## config.mk

```make
export PLATFORM = sky130hd
export DESIGN_NAME = logic_unit_pipe
export DESIGN_NICKNAME = d
export VERILOG_FILES = /design/src/rtl/logic_unit_pipe.sv
export SDC_FILE = /design/constraint.sdc
export NUM_CORES = 1
export LEC_CHECK = 0
export CORE_UTILIZATION = 40
export DETAILED_ROUTE_END_ITERATION = 10
export PLACE_DENSITY = 0.68
export SLEW_MARGIN = 20
export SYNTH_ARGS = -nofsm -noshare
export SYNTH_HDL_FRONTEND = slang
export SYNTH_SLANG_ARGS = --single-unit
```

## constraint.sdc

```tcl
create_clock -name clk -period 3.45 [get_ports clk]
set_input_delay 0.8625 -clock clk [delete_from_list [all_inputs] [get_ports clk]]
set_output_delay 0.8625 -clock clk [all_outputs]
set_load 0.02 [all_outputs]
```

## src/rtl/logic_unit_pipe.sv

```systemverilog
// logic_unit_pipe: pipelined bitwise logic unit with an XOR accumulator,
// valid/ready handshake on both sides and registered zero/parity flags.
module logic_unit_pipe #(
  parameter int WIDTH  = 32,
  parameter int STAGES = 2
) (
  input  logic             clk,
  input  logic             rst,
  input  logic             in_valid,
  output logic             in_ready,
  input  logic [2:0]       op,
  input  logic [WIDTH-1:0] a,
  input  logic [WIDTH-1:0] b,
  input  logic             acc_clr,
  output logic             out_valid,
  input  logic             out_ready,
  output logic [WIDTH-1:0] out,
  output logic             zero,
  output logic             parity,
  output logic [WIDTH-1:0] acc
);

  localparam int LAST = STAGES - 1;

  localparam logic [2:0] OP_AND  = 3'b000;
  localparam logic [2:0] OP_OR   = 3'b001;
  localparam logic [2:0] OP_XOR  = 3'b010;
  localparam logic [2:0] OP_XNOR = 3'b011;
  localparam logic [2:0] OP_NAND = 3'b100;
  localparam logic [2:0] OP_NOR  = 3'b101;
  localparam logic [2:0] OP_NOT  = 3'b110;

  logic [STAGES-1:0] v_q;
  logic [STAGES-1:0] v_d;
  logic [STAGES-1:0] load;
  logic [WIDTH-1:0]  data_q [STAGES];
  logic [WIDTH-1:0]  data_d [STAGES];
  logic [WIDTH-1:0]  acc_q;
  logic [WIDTH-1:0]  acc_d;
  logic [WIDTH-1:0]  acc_eff;
  logic [WIDTH-1:0]  result;
  logic              zero_q;
  logic              parity_q;
  logic              accept;
  logic              tail_full;

  // Bitwise operation table; XACC folds the effective accumulator in.
  function automatic logic [WIDTH-1:0] logic_fn(input logic [2:0] f,
                                                input logic [WIDTH-1:0] x,
                                                input logic [WIDTH-1:0] y,
                                                input logic [WIDTH-1:0] m);
    case (f)
      OP_AND:  return x & y;
      OP_OR:   return x | y;
      OP_XOR:  return x ^ y;
      OP_XNOR: return ~(x ^ y);
      OP_NAND: return ~(x & y);
      OP_NOR:  return ~(x | y);
      OP_NOT:  return ~x;
      default: return m ^ x ^ y;
    endcase
  endfunction

  // Backward ready: stage i may load unless it and every stage after it are
  // full while the last stage is not being drained.
  always_comb begin
    tail_full = 1'b1;
    load      = '0;
    for (int i = LAST; i >= 0; i--) begin
      tail_full = tail_full && v_q[i];
      load[i]   = out_ready || !tail_full;
    end
  end

  // Operand side: compute the result at accept and the next accumulator.
  // A clear in the same cycle makes the XACC see a zero accumulator.
  always_comb begin
    accept  = in_valid && load[0];
    acc_eff = acc_clr ? '0 : acc_q;
    result  = logic_fn(op, a, b, acc_eff);
    acc_d   = acc_eff;
    if (accept && (op == 3'b111)) begin
      acc_d = result;
    end
  end

  // Stage inputs: stage 0 takes the fresh result, others take their predecessor.
  always_comb begin
    v_d[0]    = in_valid;
    data_d[0] = result;
    for (int i = 1; i < STAGES; i++) begin
      v_d[i]    = v_q[i-1];
      data_d[i] = data_q[i-1];
    end
  end

  // Pipeline, flag and accumulator registers; reset flushes all in-flight beats.
  always_ff @(posedge clk or posedge rst) begin
    if (rst) begin
      v_q      <= '0;
      acc_q    <= '0;
      zero_q   <= 1'b0;
      parity_q <= 1'b0;
      for (int i = 0; i < STAGES; i++) begin
        data_q[i] <= '0;
      end
    end else begin
      acc_q <= acc_d;
      for (int i = 0; i < STAGES; i++) begin
        if (load[i]) begin
          v_q[i] <= v_d[i];
          if (v_d[i]) begin
            data_q[i] <= data_d[i];
          end
        end
      end
      if (load[LAST] && v_d[LAST]) begin
        zero_q   <= (data_d[LAST] == '0);
        parity_q <= ^data_d[LAST];
      end
    end
  end

  assign in_ready  = load[0];
  assign out_valid = v_q[LAST];
  assign out       = data_q[LAST];
  assign zero      = zero_q;
  assign parity    = parity_q;
  assign acc       = acc_q;

endmodule

```

==> results of run 1 <==
[cells in the mapped netlist, types with 2 or more instances]
library cell | count | share of area [%]
nor2_1 | 5 | 0.24
o21ai_0 | 44 | 2.8
buf_8 | 2 | 0.39
xnor2_1 | 88 | 10
ha_1 | 80 | 13
xor2_1 | 5 | 0.57
a32oi_1 | 31 | 3.5
nand4_1 | 4 | 0.32
mux2i_1 | 48 | 6.2
inv_1 | 97 | 4.7
dfrtp_1 | 100 | 32
buf_6 | 6 | 0.87
clkbuf_1 | 18 | 0.87
buf_2 | 24 | 1.6
o22ai_1 | 31 | 2.5
a22oi_1 | 19 | 1.8
nor2_4 | 2 | 0.29
a21oi_1 | 33 | 2.1
nand3_1 | 2 | 0.13
nand2b_1 | 35 | 2.8
nand2_1 | 38 | 1.8
o21ai_1 | 24 | 1.6
buf_4 | 2 | 0.19
mux2_1 | 13 | 1.9
o22a_1 | 11 | 1.2
nor3_1 | 29 | 1.9
mux2_2 | 20 | 2.9
[path summary, 6_finish.rpt]
check                           from         end  slack, ps  depth (start not counted)
max reg2reg                   v_q[0]  data_d[18]       1690                          6
max                        out_ready    in_ready        520                          3
min in group asynchronous        rst     out[13]       1000                          3
min reg2reg                   out[8]      out[8]        480                          2
max in group asynchronous        rst   data_d[1]       2020                          3
min                           out[8]      out[8]        480                          2
[per-layer routing]
metal  share of wire, %  vias up  GRT usage [%]
li1                   -     3085              -
met3                5.1       32           2.75
met4                2.4        0           8.70
met5                  0        -              0
met2                 44      187           32.6
met1                 49     2973           30.3
[cells by family after synthesis]
| family | synth area share [%] |
|---|---|
| AO/OA/AOI/OAI | 16.1 |
| AND/OR/NAND/NOR | 8.30 |
| buffers and inverters | 8.69 |
| XOR/XNOR | 10.5 |
| multiplexers | 11.0 |
| adder cells (fa/ha/maj) | 12.9 |
| flip-flops | 32.4 |
[power by group]
group / internal (uW) / switching (uW) / total, uW
logic: 762 / 847 / 1610
clock network: 532 / 489 / 1020
registers: 1350 / 78.1 / 1430
total: 2640 / 1410 / 4060
[worst register-to-register path, delay by kind of cell (launching register included)]
| kind | cells | cell delay, ps |
|---|---|---|
| and+or+nand+nor | 3 | 690 |
| buffers and inverters | 2 | 460 |
| DFF | 1 | 420 |
| AOI/OAI and AO/OA | 1 | 70 |
[cell usage in the layout, fill, tap and decap left out, drive strengths merged]
cell type,count
a2111oi,1
a211oi,1
a21oi,33
a221oi,1
a22oi,19
a32oi,31
and3b,1
buf,21
clkbuf,11
clkdlybuf4s50,137
clkinv,3
clkinvlp,2
dfrtp,100
ha,80
inv,98
mux2,33
mux2i,48
nand2,39
nand2b,35
nand3,3
nand3b,1
nand4,4
nor2,7
nor2b,1
nor3,29
o21ai,68
o22a,11
o22ai,31
or4,1
xnor2,88
xor2,5
[flip-flops by register name (all words and copies together) (netlist names)]
signal	cells
out	32
zero	1
parity	1
acc	32
v_q	2
data_d	32
[final cells by class]
| type | count | area share, % |
|---|---|---|
| tap | 260 | 3.39 |
| clock inverter | 5 | 0.365 |
| sequential | 100 | 26.1 |
| multi-input combinational | 571 | 47.5 |
| inverter | 98 | 3.87 |
| timing repair buffer | 158 | 16.2 |
| clock buffer | 11 | 2.63 |
[through the flow]
stage               hold WS (ps)  power [uW]  instances  utilization [%]
detailed placement           469        3080       1187             49.5
CTS                          485        4110       1203             51.0
finish                       476        4060       1203             51.0
global route                 512        4320       1203             51.0
global placement             462        3040       1187             49.5
floorplan                    456        2500        822                -
==> flow_summary.yaml, run 1 <==
worst_setup_path:
  crit_required_ps: 2590
  crit_path_end_kind: "output port"
  worst-setup-path-type: "primary input to output port"
  cp_top_family: "buffers and inverters"
  critPathArrivalTime_ps: 2070
  crit_path_max_incr_delay_ps: 610
  critPathSlowestCell: "clkdlybuf4s50_1"
  path_buf_inv: 2
  worstPathMaxFanout: 2
  path_cells: "clkdlybuf4s50_1 -> nand3b_1 -> clkdlybuf4s50_1"
  start_kind: "primary input"
  cpMostUsedCell: "clkdlybuf4s50_1"
sta:
  finalSetupViolCount: 0
  slew_viol_final: 0
  finalHoldViolCount: 0
  slew_headroom_pct: 35.3
  rsz0062_at_grt: "false"
  min_period_over_period_pct: 84.9
  tightest_slew_ps: 967
  period_needed_ps: 2930
  finalSetupTns_ps: 0
  finalWorstSetupSlack_ps: 521
  clock_skew_ps: 11.9
  fmax_mhz: 341
clocking:
  cts_resized: 0
  clk_latency_ps: 360
  cts_tree: "built"
  clockBufferDepth: 2
  htreeDepth: 3
  cts_buffers: 9
  post_cts_buffers: 0
  clock_sink_count: 100
  cts_root_buf: "clkbuf_16"
  postCtsHoldBufs: 0
  clk_pin_slew_worst_paths_ps: 70
synth:
  synthArstFlopShare_pct: 100
  syn_avg_cell_area_um2: 9.41
  ys.flop_type: "dfrtp_1"
  synthDistinctLibCells: 38
  syn-num-nets: 974
  ys_seq_area_share_pct: 32.4
  syn-cell-area_um2: 7730
  postSynthRegisterBits: 100
  yosys_warnings: 0
  synth_edf_count: 0
  netlist_instances: 822
floorplan:
  die_x_um: 141
  die_y_um: 141
  dieArea_um2: 19900
  core_um2: 18800
  start_util_pct: 41.1
  io_pins: 140
  rows: 50
power:
  ir_drop_mv: 0.260
  p_leak_uw: 0.00443
  power.density_nw_per_um2: 423
grt:
  antenna_found_initial: 0
  grt_max_degree: 101
  overflow: 0
  grt_pass1_wl_mm: 32.8
  grt_pass1_vias: 6172
  grt.total_usage_pct: 21.3
status:
  status: "complete, no violations"
layout:
  layout-drive-gt1-share_pct: 7.21
  fillCellCount: 1784
  diodes: 0
  final_nets: 1090
  regArea_um2: 2500
  stdcell_area_um2: 9600
  syn_to_final_growth_pct: 24.2
  multi_input_area_um2: 4560
place:
  placed_cell_area_um2: 9320
  place_hpwl_mm: 14.6
  post-place-ws_ps: 516
  gp_congestion: 0.766
  port_buffers: 139
min_path:
  hold_class: "flop to flop"
routing:
  drcViolationCount: 0
  dr.pass1.iters: 4
  initialDrtViolationCount: 327
  post_drt_wl_per_cell_um: 16.8
  viasPerCell: 5.22
  drt_wl_total_mm: 20.2
  vias: 6277
  drtAntennaViolNets: 0
flow_run:
  maxCapViolCount: 0
Power figures use the tool's default switching activity.
==> inputs of run 2 (changes only) <==
==> constraint.sdc (replaced) <==
create_clock -name clk -period 2.55 [get_ports clk]
set_input_delay 0.6375 -clock clk [delete_from_list [all_inputs] [get_ports clk]]
set_output_delay 0.6375 -clock clk [all_outputs]
set_load 0.02 [all_outputs]
==> flow_summary.yaml, run 2 (synthesis gave the netlist of run 1 again) <==
worst_setup_path:
  critPathArrivalTime_ps: 1830
  worst-setup-path-type: "primary input to output port"
  rr_startpoint: "data_d[24]"
  start_kind: "primary input"
  worstPathMaxFanout: 2
  crit_path_end_kind: "output port"
  crit_required_ps: 1910
  crit_start: "out_ready"
layout:
  layout_common_cells: "clkdlybuf4s50_1 (137), dfrtp_1 (100), inv_1 (96), xnor2_1 (88), ha_1 (80)"
  fillCellCount: 1773
  layout-drive-gt1-share_pct: 7.99
  stdcell_area_um2: 9790
  multi_input_area_um2: 4560
  syn_to_final_growth_pct: 26.7
  regArea_um2: 2500
  final_nets: 1098
  final_common_cell: "clkdlybuf4s50_1"
floorplan:
  start_util_pct: 41.1
  rows: 50
  die_x_um: 141
  die_y_um: 141
  dieArea_um2: 19900
  io_pins: 140
  core_um2: 18800
grt:
  grt_pass1_vias: 6023
  grt_max_degree: 101
  grt_pass1_wl_mm: 31.8
  grt.total_usage_pct: 20.6
  antenna_found_initial: 1
  overflow: 0
routing:
  dr.pass1.iters: 4
  post_drt_wl_per_cell_um: 16.5
  initialDrtViolationCount: 354
  drtAntennaViolNets: 0
  drcViolationCount: 0
  vias: 6258
  viasPerCell: 5.16
  drt_wl_total_mm: 20.1
power:
  power_frac_comb_pct: 38.9
  internal_power_uw: 3770
  ir_drop_mv: 0.351
  power.share.clock_pct: 27.0
  power.density_nw_per_um2: 579
  switchingPower_uw: 1900
  p_leak_uw: 0.00453
  p_seq_share_pct: 34.1
  switching_share_pct: 33.5
place:
  placed_cell_area_um2: 9460
  place_hpwl_mm: 14.6
  port_buffers: 139
  gp_congestion: 0.796
sta:
  slew_headroom_pct: 59.7
  min_period_over_period_pct: 96.8
  whs_ps: 477
  tightest_slew_ps: 605
  finalHoldViolCount: 0
  period_needed_ps: 2470
  finalSetupViolCount: 0
  fmax_mhz: 405
  rsz0062_at_grt: "false"
  clock_skew_ps: 10.5
  finalSetupTns_ps: 0
  slew_viol_final: 0
clocking:
  cts_tree: "built"
  clock_sink_count: 100
  cts_root_buf: "clkbuf_16"
  clk_pin_slew_worst_paths_ps: 60
  cts_buffers: 9
  clockBufferDepth: 2
  clk_latency_ps: 360
  postCtsHoldBufs: 0
  post_cts_buffers: 0
  htreeDepth: 3
  cts_resized: 0
flow_run:
  maxCapViolCount: 0
min_path:
  hold_class: "flop to flop"
  worstHoldStart: "out[14]"
status:
  status: "complete, no violations"
## run 2: metrics by stage
stage / total power, uW / std cells / worst slack, ps / util [%]
finish: 5670 / 1212 / 82.1 / 52.0
global route: 6020 / 1211 / 56.6 / 52.0
CTS: 5730 / 1211 / 83.1 / 52.0
detailed placement: 4180 / 1195 / 52.2 / 50.3
global placement: 4140 / 1195 / 97.0 / 50.3
floorplan: 3380 / 822 / 718 / -
## run 2: cell type report
| cell class | count | area share (%) |
|---|---|---|
| antenna | 1 | 0.0256 |
| clock buffer | 10 | 2.44 |
| clock inverter | 6 | 0.894 |
| inverter | 98 | 3.80 |
| multi-input combinational | 571 | 46.6 |
| sequential | 100 | 25.6 |
| tap | 260 | 3.32 |
| timing repair buffer | 166 | 17.4 |
## run 2: critical path, stage by stage
cell and delay [ps]:
clkdlybuf4s50_1 460, nand3b_1 130, clkdlybuf4s50_1 610
## run 2: worst paths after layout
check / slack (ps) / endpoint / cells past startpoint
max reg2reg: 840 / parity / 7
min reg2reg: 480 / out[14] / 2
min: 480 / out[14] / 2
min in group asynchronous: 770 / out[13] / 3
max: 80 / in_ready / 3
max in group asynchronous: 1300 / data_d[9] / 3
## run 2: routing by layer
| metal | global-route usage (%) | part of all wire (%) | up-vias |
|---|---|---|---|
| met3 | 3.40 | 4.9 | 20 |
| met4 | 6.75 | 1.7 | 0 |
| li1 | - | - | 3108 |
| met1 | 28.7 | 49 | 2968 |
| met2 | 32.2 | 44 | 162 |
| met5 | 0 | 0 | - |
## run 2: power by group through the flow
| stage | clock network, uW | registers, uW | logic (uW) |
|---|---|---|---|
| detailed placement | 0 | 1970 | 2220 |
| global placement | 0 | 1960 | 2180 |
| floorplan | 0 | 2140 | 1240 |
| global route | 1630 | 1960 | 2430 |
| CTS | 1560 | 1940 | 2230 |
| finish | 1530 | 1930 | 2210 |
